File: src/rtl/reorder_buffer_pkg.sv
// Shared constants and field types for the reorder buffer.
package reorder_buffer_pkg;

  localparam int ROB_SIZE = 16;
  localparam int ID_W     = 5;

  typedef logic [ID_W-1:0] ROB_ID_TYPE;
  typedef logic [4:0]      REG_TYPE;
  typedef logic [31:0]     DATA_TYPE;
  typedef logic [31:0]     ADDR_TYPE;

  localparam ROB_ID_TYPE ROB_ID_RESET = '0;
  localparam REG_TYPE    REG_RESET    = '0;
  localparam DATA_TYPE   DATA_RESET   = '0;

endpackage

File: src/rtl/reorder_buffer.sv
// In-order retirement buffer with mispredict rollback; tag = slot index + 1.
// Optional ROB_DBG_COMMIT_EN adds committed-PC output and a commit counter.
module reorder_buffer
  import reorder_buffer_pkg::REG_TYPE, reorder_buffer_pkg::DATA_TYPE,
         reorder_buffer_pkg::ADDR_TYPE, reorder_buffer_pkg::REG_RESET,
         reorder_buffer_pkg::DATA_RESET;
#(
  parameter int ROB_SIZE = reorder_buffer_pkg::ROB_SIZE,
  parameter int ID_W     = reorder_buffer_pkg::ID_W
) (
  input  logic            clk_in,
  input  logic            rst_in,
  input  logic            rdy_in,
  input  logic            alloc_valid_in,
  input  REG_TYPE         alloc_rd_in,
  input  ADDR_TYPE        alloc_pc_in,
  input  logic            alloc_is_branch_in,
  output logic [ID_W-1:0] alloc_id_out,
  output logic            full_out,
  input  logic            wb_valid_in,
  input  logic [ID_W-1:0] wb_rob_id_in,
  input  DATA_TYPE        wb_value_in,
  input  logic            wb_mispredict_in,
  input  ADDR_TYPE        wb_target_in,
  output logic            commit_flag_out,
  output REG_TYPE         rd_to_reg_out,
  output DATA_TYPE        V_to_reg_out,
  output logic [ID_W-1:0] Q_to_reg_out,
  output logic            rollback_flag_out,
  output ADDR_TYPE        rollback_pc_out
`ifdef ROB_DBG_COMMIT_EN
  ,
  output ADDR_TYPE        dbg_commit_pos_out
`endif
);

  localparam int IDX_W = $clog2(ROB_SIZE);
  localparam int CNT_W = IDX_W + 1;

  typedef logic [IDX_W-1:0] idx_t;
  typedef logic [CNT_W-1:0] cnt_t;
  typedef logic [ID_W-1:0]  tag_t;

  logic [ROB_SIZE-1:0] r_busy;
  logic [ROB_SIZE-1:0] r_ready;
  logic [ROB_SIZE-1:0] r_is_branch;
  logic [ROB_SIZE-1:0] r_mispred;
  REG_TYPE             r_rd     [ROB_SIZE];
  DATA_TYPE            r_value  [ROB_SIZE];
  ADDR_TYPE            r_target [ROB_SIZE];

  idx_t r_head;
  idx_t r_tail;
  cnt_t r_count;

  logic w_commit;
  logic w_rollback;
  logic w_alloc;
  logic w_wb_hit;
  idx_t w_wb_idx;

  assign full_out     = (r_count == cnt_t'(ROB_SIZE));
  assign alloc_id_out = tag_t'(r_tail) + tag_t'(1);

  // Commit reads only registered ready bits, so a writeback to the head
  // always waits at least one edge before it can retire.
  always_comb begin
    w_commit   = rdy_in & r_busy[r_head] & r_ready[r_head];
    w_rollback = w_commit & r_is_branch[r_head] & r_mispred[r_head];
    w_alloc    = rdy_in & alloc_valid_in & ~full_out;
    w_wb_idx   = idx_t'(wb_rob_id_in - tag_t'(1));
    w_wb_hit   = rdy_in & wb_valid_in & (wb_rob_id_in != '0) &
                 (wb_rob_id_in <= tag_t'(ROB_SIZE)) & r_busy[w_wb_idx];
  end

  always_ff @(posedge clk_in) begin
    if (rst_in) begin
      r_busy            <= '0;
      r_ready           <= '0;
      r_head            <= '0;
      r_tail            <= '0;
      r_count           <= '0;
      commit_flag_out   <= 1'b0;
      rd_to_reg_out     <= REG_RESET;
      V_to_reg_out      <= DATA_RESET;
      Q_to_reg_out      <= '0;
      rollback_flag_out <= 1'b0;
      rollback_pc_out   <= DATA_RESET;
    end else begin
      commit_flag_out   <= w_commit;
      rollback_flag_out <= w_rollback;
      if (w_commit) begin
        rd_to_reg_out <= r_rd[r_head];
        V_to_reg_out  <= r_value[r_head];
        Q_to_reg_out  <= tag_t'(r_head) + tag_t'(1);
      end
      if (w_rollback) begin
        // Flush everything, including any allocation offered this cycle.
        rollback_pc_out <= r_target[r_head];
        r_busy          <= '0;
        r_ready         <= '0;
        r_head          <= '0;
        r_tail          <= '0;
        r_count         <= '0;
      end else begin
        if (w_wb_hit) begin
          r_ready[w_wb_idx]   <= 1'b1;
          r_value[w_wb_idx]   <= wb_value_in;
          r_mispred[w_wb_idx] <= wb_mispredict_in;
          r_target[w_wb_idx]  <= wb_target_in;
        end
        if (w_commit) begin
          r_busy[r_head]  <= 1'b0;
          r_ready[r_head] <= 1'b0;
          r_head          <= r_head + idx_t'(1);
        end
        if (w_alloc) begin
          r_busy[r_tail]      <= 1'b1;
          r_ready[r_tail]     <= 1'b0;
          r_rd[r_tail]        <= alloc_rd_in;
          r_is_branch[r_tail] <= alloc_is_branch_in;
          r_tail              <= r_tail + idx_t'(1);
        end
        r_count <= r_count + cnt_t'(w_alloc) - cnt_t'(w_commit);
      end
    end
  end

`ifdef ROB_DBG_COMMIT_EN
  ADDR_TYPE    r_pc [ROB_SIZE];
  logic [31:0] r_dbg_commit_cnt;

  always_ff @(posedge clk_in) begin
    if (rst_in) begin
      dbg_commit_pos_out <= DATA_RESET;
      r_dbg_commit_cnt   <= '0;
    end else begin
      if (w_alloc && !w_rollback) begin
        r_pc[r_tail] <= alloc_pc_in;
      end
      if (w_commit) begin
        dbg_commit_pos_out <= r_pc[r_head];
        r_dbg_commit_cnt   <= r_dbg_commit_cnt + 32'd1;
      end
    end
  end
`else
  // The PC is only observable through the debug port.
  logic w_unused_pc;
  assign w_unused_pc = ^alloc_pc_in;
`endif

endmodule

File: config.mk
export PLATFORM = sky130hd
export DESIGN_NAME = reorder_buffer
export DESIGN_NICKNAME = d
export VERILOG_FILES = /design/src/rtl/reorder_buffer_pkg.sv /design/src/rtl/reorder_buffer.sv
export SDC_FILE = /design/constraint.sdc
export NUM_CORES = 1
export LEC_CHECK = 0
export ABC_CLOCK_PERIOD_IN_PS = 11100
export CAP_MARGIN = 10
export CORE_MARGIN = 10
export CORE_UTILIZATION = 61
export CTS_BUF_LIST = sky130_fd_sc_hd__clkbuf_4
export CTS_CLUSTER_DIAMETER = 40
export DETAILED_ROUTE_END_ITERATION = 10
export DONT_BUFFER_PORTS = 1
export PLACE_DENSITY = 0.77
export SYNTH_ARGS = -nofsm -noshare
export SYNTH_HDL_FRONTEND = slang
export SYNTH_SLANG_ARGS = --single-unit
File: constraint.sdc
create_clock -name clk_in -period 11.1 [get_ports clk_in]
set_input_delay 3.33 -clock clk_in [delete_from_list [all_inputs] [get_ports clk_in]]
set_output_delay 3.33 -clock clk_in [all_outputs]
set_load 0.02 [all_outputs]
* Yosys cells after proc, flatten, opt, wreduce, memory -nomap -nowiden
Memory sizes are Yosys's and may differ from the RTL's. A register that Yosys moved wholly into a read port is not among the register bits.
Index checks and enable logic that the tools add are counted.
** Storage, ports and cells
- Flip-flop bits (word level) :: 84
- Latch bits :: 0
- Bits in writable memories :: 1104
- Bits in read-only memories :: 0
- Input port bits :: 113
- Output and inout port bits :: 82
- Logic and storage cells :: 92
- Memories kept :: 3
** Cells by class
- Add/sub/neg operators :: 7
- Multiply operators :: 0
- Divide/modulo/power cells :: 0
- Order comparisons :: 7
- Equality and inequality tests :: 1
- Shifts and indexed selects :: 0
- Muxes and demuxes :: 37
- Bitwise gates (word level) :: 20
- Reductions and logical operators :: 7
** Memory list
- r_target :: depth 16, bits a word 32, read ports 1, clocked after Yosys merged registers in 1, wr ports 1, RTL line reorder_buffer.sv:50 : ADDR_TYPE r_target [ROB_SIZE];
- r_value :: depth 16, bits a word 32, read ports 1, clocked after Yosys merged registers in 1, wr ports 1, RTL line reorder_buffer.sv:49 : DATA_TYPE r_value [ROB_SIZE];
- r_rd :: depth 16, bits a word 5, read ports 1, clocked after Yosys merged registers in 1, wr ports 1, RTL line reorder_buffer.sv:48 : REG_TYPE r_rd [ROB_SIZE];
** Operators by type and width (number)
- 16-bit 2-to-1 mux :: 11
- 16-bit AND :: 3
- 16-bit bitwise mux :: 2
- 16-bit inverter :: 2
- 16-bit OR :: 2
- 1-bit binary-select mux with 4-bit select :: 5
- 1-bit 2-to-1 mux :: 16
- 4-bit by 5-bit < comparator with 1-bit output (second input constant) :: 3
- 1-bit demux with 4-bit select :: 3
- 4-bit by 1-bit >= comparator with 1-bit output (second input constant) :: 3
- 4-bit by 1-bit adder with 5-bit output (second input constant) :: 2
- 1-bit AND :: 10
- 4-bit by 1-bit adder with 4-bit output (second input constant) :: 2
- 3-bit AND reduction :: 2
- 5-bit by 1-bit adder with 5-bit output :: 1
- 5-bit equality test (second input constant) :: 1
- 5-bit <= comparator (second input constant) :: 1
- 5-bit nonzero test :: 1
- 5-bit by 1-bit subtractor with 5-bit output :: 1
- 4-bit by 1-bit subtractor with 4-bit output (second input constant) :: 1
- 1-bit logical AND :: 3
- 1-bit inverter :: 3
- 2-bit OR reduction :: 1

* Logic depth before layout (Yosys ltp)
- Depth after elaboration :: 15
- Mapped depth :: 18

* Worst setup path after synthesis
No wires, ideal clock.
- Path kind :: in2reg
- Start :: input wb_rob_id_in[0]
- End :: memory r_target[3][0] (netlist name) (enable)
- Arrival :: 9.791 ns
- Required time :: 10.521 ns
- Slack :: 0.730 ns
- Cell stages on the path :: 9
- Path buffers :: 2
- Cell sequence :: buf_2 inv_1 ha_1 clkbuf_1 nor3b_1 xnor2_1 nand3_1 nor4_1 nor3b_1
** On the way
- Cells in the longest elaborated chain, start to end :: 8
** RTL lines
- start: declaration :: RTL line reorder_buffer.sv:21 : input logic [ID_W-1:0] wb_rob_id_in,
- 4-bit by 1-bit subtractor with 4-bit output / 5-bit nonzero test (equally long branches) :: RTL line reorder_buffer.sv:71, reorder_buffer.sv:72
- 1-bit binary-select mux with 4-bit select / 1-bit AND (equally long branches) :: RTL line reorder_buffer.sv:73, reorder_buffer.sv:72
- 1-bit 2-to-1 mux (not written as such) / 1-bit AND (equally long branches) :: RTL line reorder_buffer.sv:73, reorder_buffer.sv:72
- 1-bit AND :: RTL line reorder_buffer.sv:73 : (wb_rob_id_in <= tag_t'(ROB_SIZE)) & r_busy[w_wb_idx];
- 1-bit 2-to-1 mux :: RTL line reorder_buffer.sv:106 : if (w_wb_hit) begin
- 1-bit 2-to-1 mux :: RTL line reorder_buffer.sv:97 : if (w_rollback) begin
- 1-bit 2-to-1 mux :: RTL line reorder_buffer.sv:77 : if (rst_in) begin
- 1-bit 2-to-1 mux (not written as such) :: RTL line reorder_buffer.sv:110 : r_target[w_wb_idx] <= wb_target_in;
- end: declaration :: RTL line reorder_buffer.sv:50
Several ways; a longest one is shown, not always the timed one. The select of a mux whose other input is x is not followed.

* Final worst setup path
- Start :: input wb_rob_id_in[0]
- End :: memory r_value[6][4] (netlist name) (enable)
** On the way
- Cells in the longest elaborated chain, start to end :: 8
** RTL lines
- 4-bit by 1-bit subtractor with 4-bit output / 5-bit nonzero test (equally long branches) :: RTL line reorder_buffer.sv:71, reorder_buffer.sv:72
- 1-bit binary-select mux with 4-bit select / 1-bit AND (equally long branches) :: RTL line reorder_buffer.sv:73, reorder_buffer.sv:72
- 1-bit 2-to-1 mux (not written as such) / 1-bit AND (equally long branches) :: RTL line reorder_buffer.sv:73, reorder_buffer.sv:72
- 1-bit AND :: RTL line reorder_buffer.sv:73
- 1-bit 2-to-1 mux :: RTL line reorder_buffer.sv:106
- 1-bit 2-to-1 mux :: RTL line reorder_buffer.sv:97
- 1-bit 2-to-1 mux :: RTL line reorder_buffer.sv:77
- 1-bit 2-to-1 mux (not written as such) :: RTL line reorder_buffer.sv:108 : r_value[w_wb_idx] <= wb_value_in;
- end: declaration :: RTL line reorder_buffer.sv:49
Several ways; a longest one is shown, not always the timed one. The select of a mux whose other input is x is not followed.

==> flow_summary.yaml <==
logic_synthesis:
  ys.flop_type: "edfxtp_1"
  yosysSeqAreaShare_pct: 75.7
  yosys_warnings: 0
  synthCells: 2332
  syn_area_per_cell_sq_um: 20.7
  synth_edf_count: 1136
  ys_ff_latch: 1257
  synthArstFlopShare_pct: 0
  yosysUniqueCellTypes: 50
  synthesis.nets: 2464
  syn_area_sq_um: 48300
cts:
  root_buffer: "clkbuf_4"
  tritoncts: "built"
  clockBufferDepth: 4
  cts_setup_buffers: 0
  h-tree-depth: 5
  clk-insertion-delay-late_ns: 1.14
  cts_resized: 0
  clk_pin_slew_ns: 0.08
  hold_buffers: 0
  numCtsBuffers: 322
  clock_sinks: 1257
setup_path:
  critPathMaxFanout: 44
  required_ns: 11.78
  crit_buf_inv: 2
  crit_chain: "inv_1, ha_1, nor3b_1, xnor2_1, nand3_1, a211oi_1, o2111ai_2, nor2_4, buf_4"
  crit_family: "simple AND/OR/NAND/NOR gates"
  start_kind: "primary input"
  critical_path.slowest_cell: "nor2_4"
  cp-end-kind: "register"
  cp_data_arrival_time_ns: 7.47
  crit_type: "primary input to register"
  critPathMaxStageDelay_ns: 0.93
timing:
  rsz0062_at_grt: "no"
  setup_violations: 0
  period_minus_slack_ns: 6.79
  skew_ns: 0.111
  slew_headroom_pct: 23.6
  worst_pin_slew_ns: 1.15
  fin_hold_ws_ns: 0.502
  hold_violations: 0
  max_freq_mhz: 147
  fin_tns_setup_ns: 0
  finalCritPeriodShare_pct: 61.2
  slew_violations: 0
grt:
  antenna_found_initial: 1
  grt_max_degree: 115
  grt_use_total_pct: 24.0
  first_global_vias: 25869
  grt_overflow: 0
  grt_pass1_wl_microns: 161000
floorplan:
  core-area_sq_um: 78700
  ios: 195
  fp.dieH_microns: 301
  initial_core_util_pct: 61.3
  die-area_sq_um: 90800
  die_x_microns: 301
  rows: 103
pwr:
  combinationalPowerShare_pct: 1.0
  power_frac_seq_pct: 56.7
  switchingPower_uw: 1820
  p_sw_share_pct: 19.9
  power_density_nw_per_um2: 170
  vdd_drop_max_v: 0.0000884
  cell_internal_pwr_uw: 7300
  leakage_uw: 0.0167
  clock_power_share_pct: 42.3
routing:
  first_pass_iters: 6
  antenna_left: 0
  totalWireLength_microns: 107000
  wire_per_inst_microns: 27.9
  vias: 24498
  drt-vias-per-instance: 6.37
  route.detailed.drc: 0
  dr.first_iter.drc_count: 2690
min_path:
  hp-class: "register to register"
placement:
  gp_congestion: 0.885
  io_buffers: 0
  hpwl_microns: 58000
finish:
  fill_cells: 4777
  synthToLayoutAreaGrowth_pct: 11.0
  drive_above_1_share_pct: 33.1
  nets: 2699
outcome:
  outcome: "finished, final reports clean"
run:
  drv_cap: 0
cells by family (layout without fill, tap and decap cells):
logic type	Yosys count	count (layout)	synth area share, %
adders and majority gates	19	19	0.508
and+or+nand+nor	323	323	2.95
muxes	355	355	16.5
buffers and inverters	162	626	1.36
xor gates and xnor gates	16	16	0.290
other	0	1	0
DFF	1257	1257	75.7
AOI/OAI and AO/OA	200	200	2.69
routing by layer:
layer	wire length (microns)	part of all wire (%)	GRT usage (%)
met1	39300	37	30.8
met2	54700	51	39.0
met3	10800	10	7.31
met4	2650	2.5	8.53
met5	0	0	0
state kept, by name, indices dropped and copies added, names as in the netlist, 4 cells and up:
signal	cells
r_tail	4
r_target	512
r_head	4
r_count	5
r_rd	80
rd_to_reg_out	5
r_ready	16
V_to_reg_out	32
r_value	512
Q_to_reg_out	5
r_busy	16
r_is_branch	16
rollback_pc_out	32
r_mispred	16
power by group through the flow:
stage          Sequential (uW)  Clock, uW  Combinational, uW
2_1_floorplan             5270          0               69.0
4_1_cts                   5170       3930               88.7
5_1_grt                   5160       4200               97.5
6_report                  5170       3860               89.7
3_3_place_gp              5270          0               85.3
3_5_place_dp              5270          0               87.7
through the flow:
step	cell area, sq um	total power, uW	setup WS, ns	utilization [%]	cells
6_report	53600	9120	4.31	68.0	3847
5_1_grt	53600	9460	4.16	68.0	3847
4_1_cts	53600	9190	4.48	68.0	3845
3_5_place_dp	49500	5360	3.32	62.9	3292
3_3_place_gp	49500	5350	3.43	62.9	3291
2_1_floorplan	48300	5340	0.730	-	2332
placed cells by master (no fill, tap or decap), drive strengths merged, types with 6 or more instances in the layout:
cell type	instances
nand3	28
nor3	15
nor2	90
o21ai	32
xnor2	11
bufinv	7
edfxtp	1136
o211ai	33
a211oi	6
nor2b	9
and3	7
nor3b	6
o31ai	34
inv	29
ha	18
clkbuf	474
clkinv	68
mux4	352
dfxtp	121
nand2	142
buf	48
a21oi	73
cell usage after synthesis (5+ instances only):
cell type  count  share of area [%]
nand2_1      142                1.1
xnor2_1       11               0.20
o21ai_0       31               0.32
nor2_1        90               0.70
dfxtp_1      121                5.0
nand3b_1       5              0.078
nor2b_1        9               0.12
buf_2         28               0.29
nor3b_1        6              0.093
buf_1         38               0.30
mux4_2       352                 16
a21oi_1       73               0.76
nand4_1        5              0.065
xor2_1         5              0.091
edfxtp_1    1136                 71
clkbuf_1      67               0.52
nand3_1       28               0.29
nor3_1        15               0.16
inv_1         22               0.17
ha_1          18               0.47
a211oi_1       6              0.093
and3_1         7              0.091
o211ai_1      33               0.51
o31ai_1       34               0.53
worst reg2reg max path: stages (launching register included):
cell and delay (ns):
dfxtp_4 0.73, buf_4 0.72, o21ai_0 0.24, mux4_2 0.59, a32oi_4 0.28, buf_4 0.71
o2111ai_2 0.58, nor2_4 0.93, buf_4 0.82
final timing paths:
| check | startpoint | to | slack (ns) | cells past startpoint |
|---|---|---|---|---|
| min | r_busy[5]$_SDFF_PP0_ | r_busy[5]$_SDFF_PP0_ | 0.50 | 2 |
| min reg2reg | r_busy[5]$_SDFF_PP0_ | r_busy[5]$_SDFF_PP0_ | 0.50 | 2 |
| max reg2reg | r_head[1]$_SDFFE_PP0N_ | r_value[6][4]$_DFFE_PP_ | 5.02 | 8 |
| max | wb_rob_id_in[0] | r_value[6][4]$_DFFE_PP_ | 4.31 | 9 |
final cells by class:
class	count	area, sq um	share of cell area [%]
clock inverters	79	492	0.918
multi-input cells	913	11200	20.9
repair buffers	48	385	0.719
inverters	25	93.8	0.175
well taps	1050	1310	2.45
diodes	1	2.50	0.00467
flip-flops and latches	1257	36600	68.2
clock buffers	474	3560	6.64
Note: power is estimated with default switching activity, not from simulation.
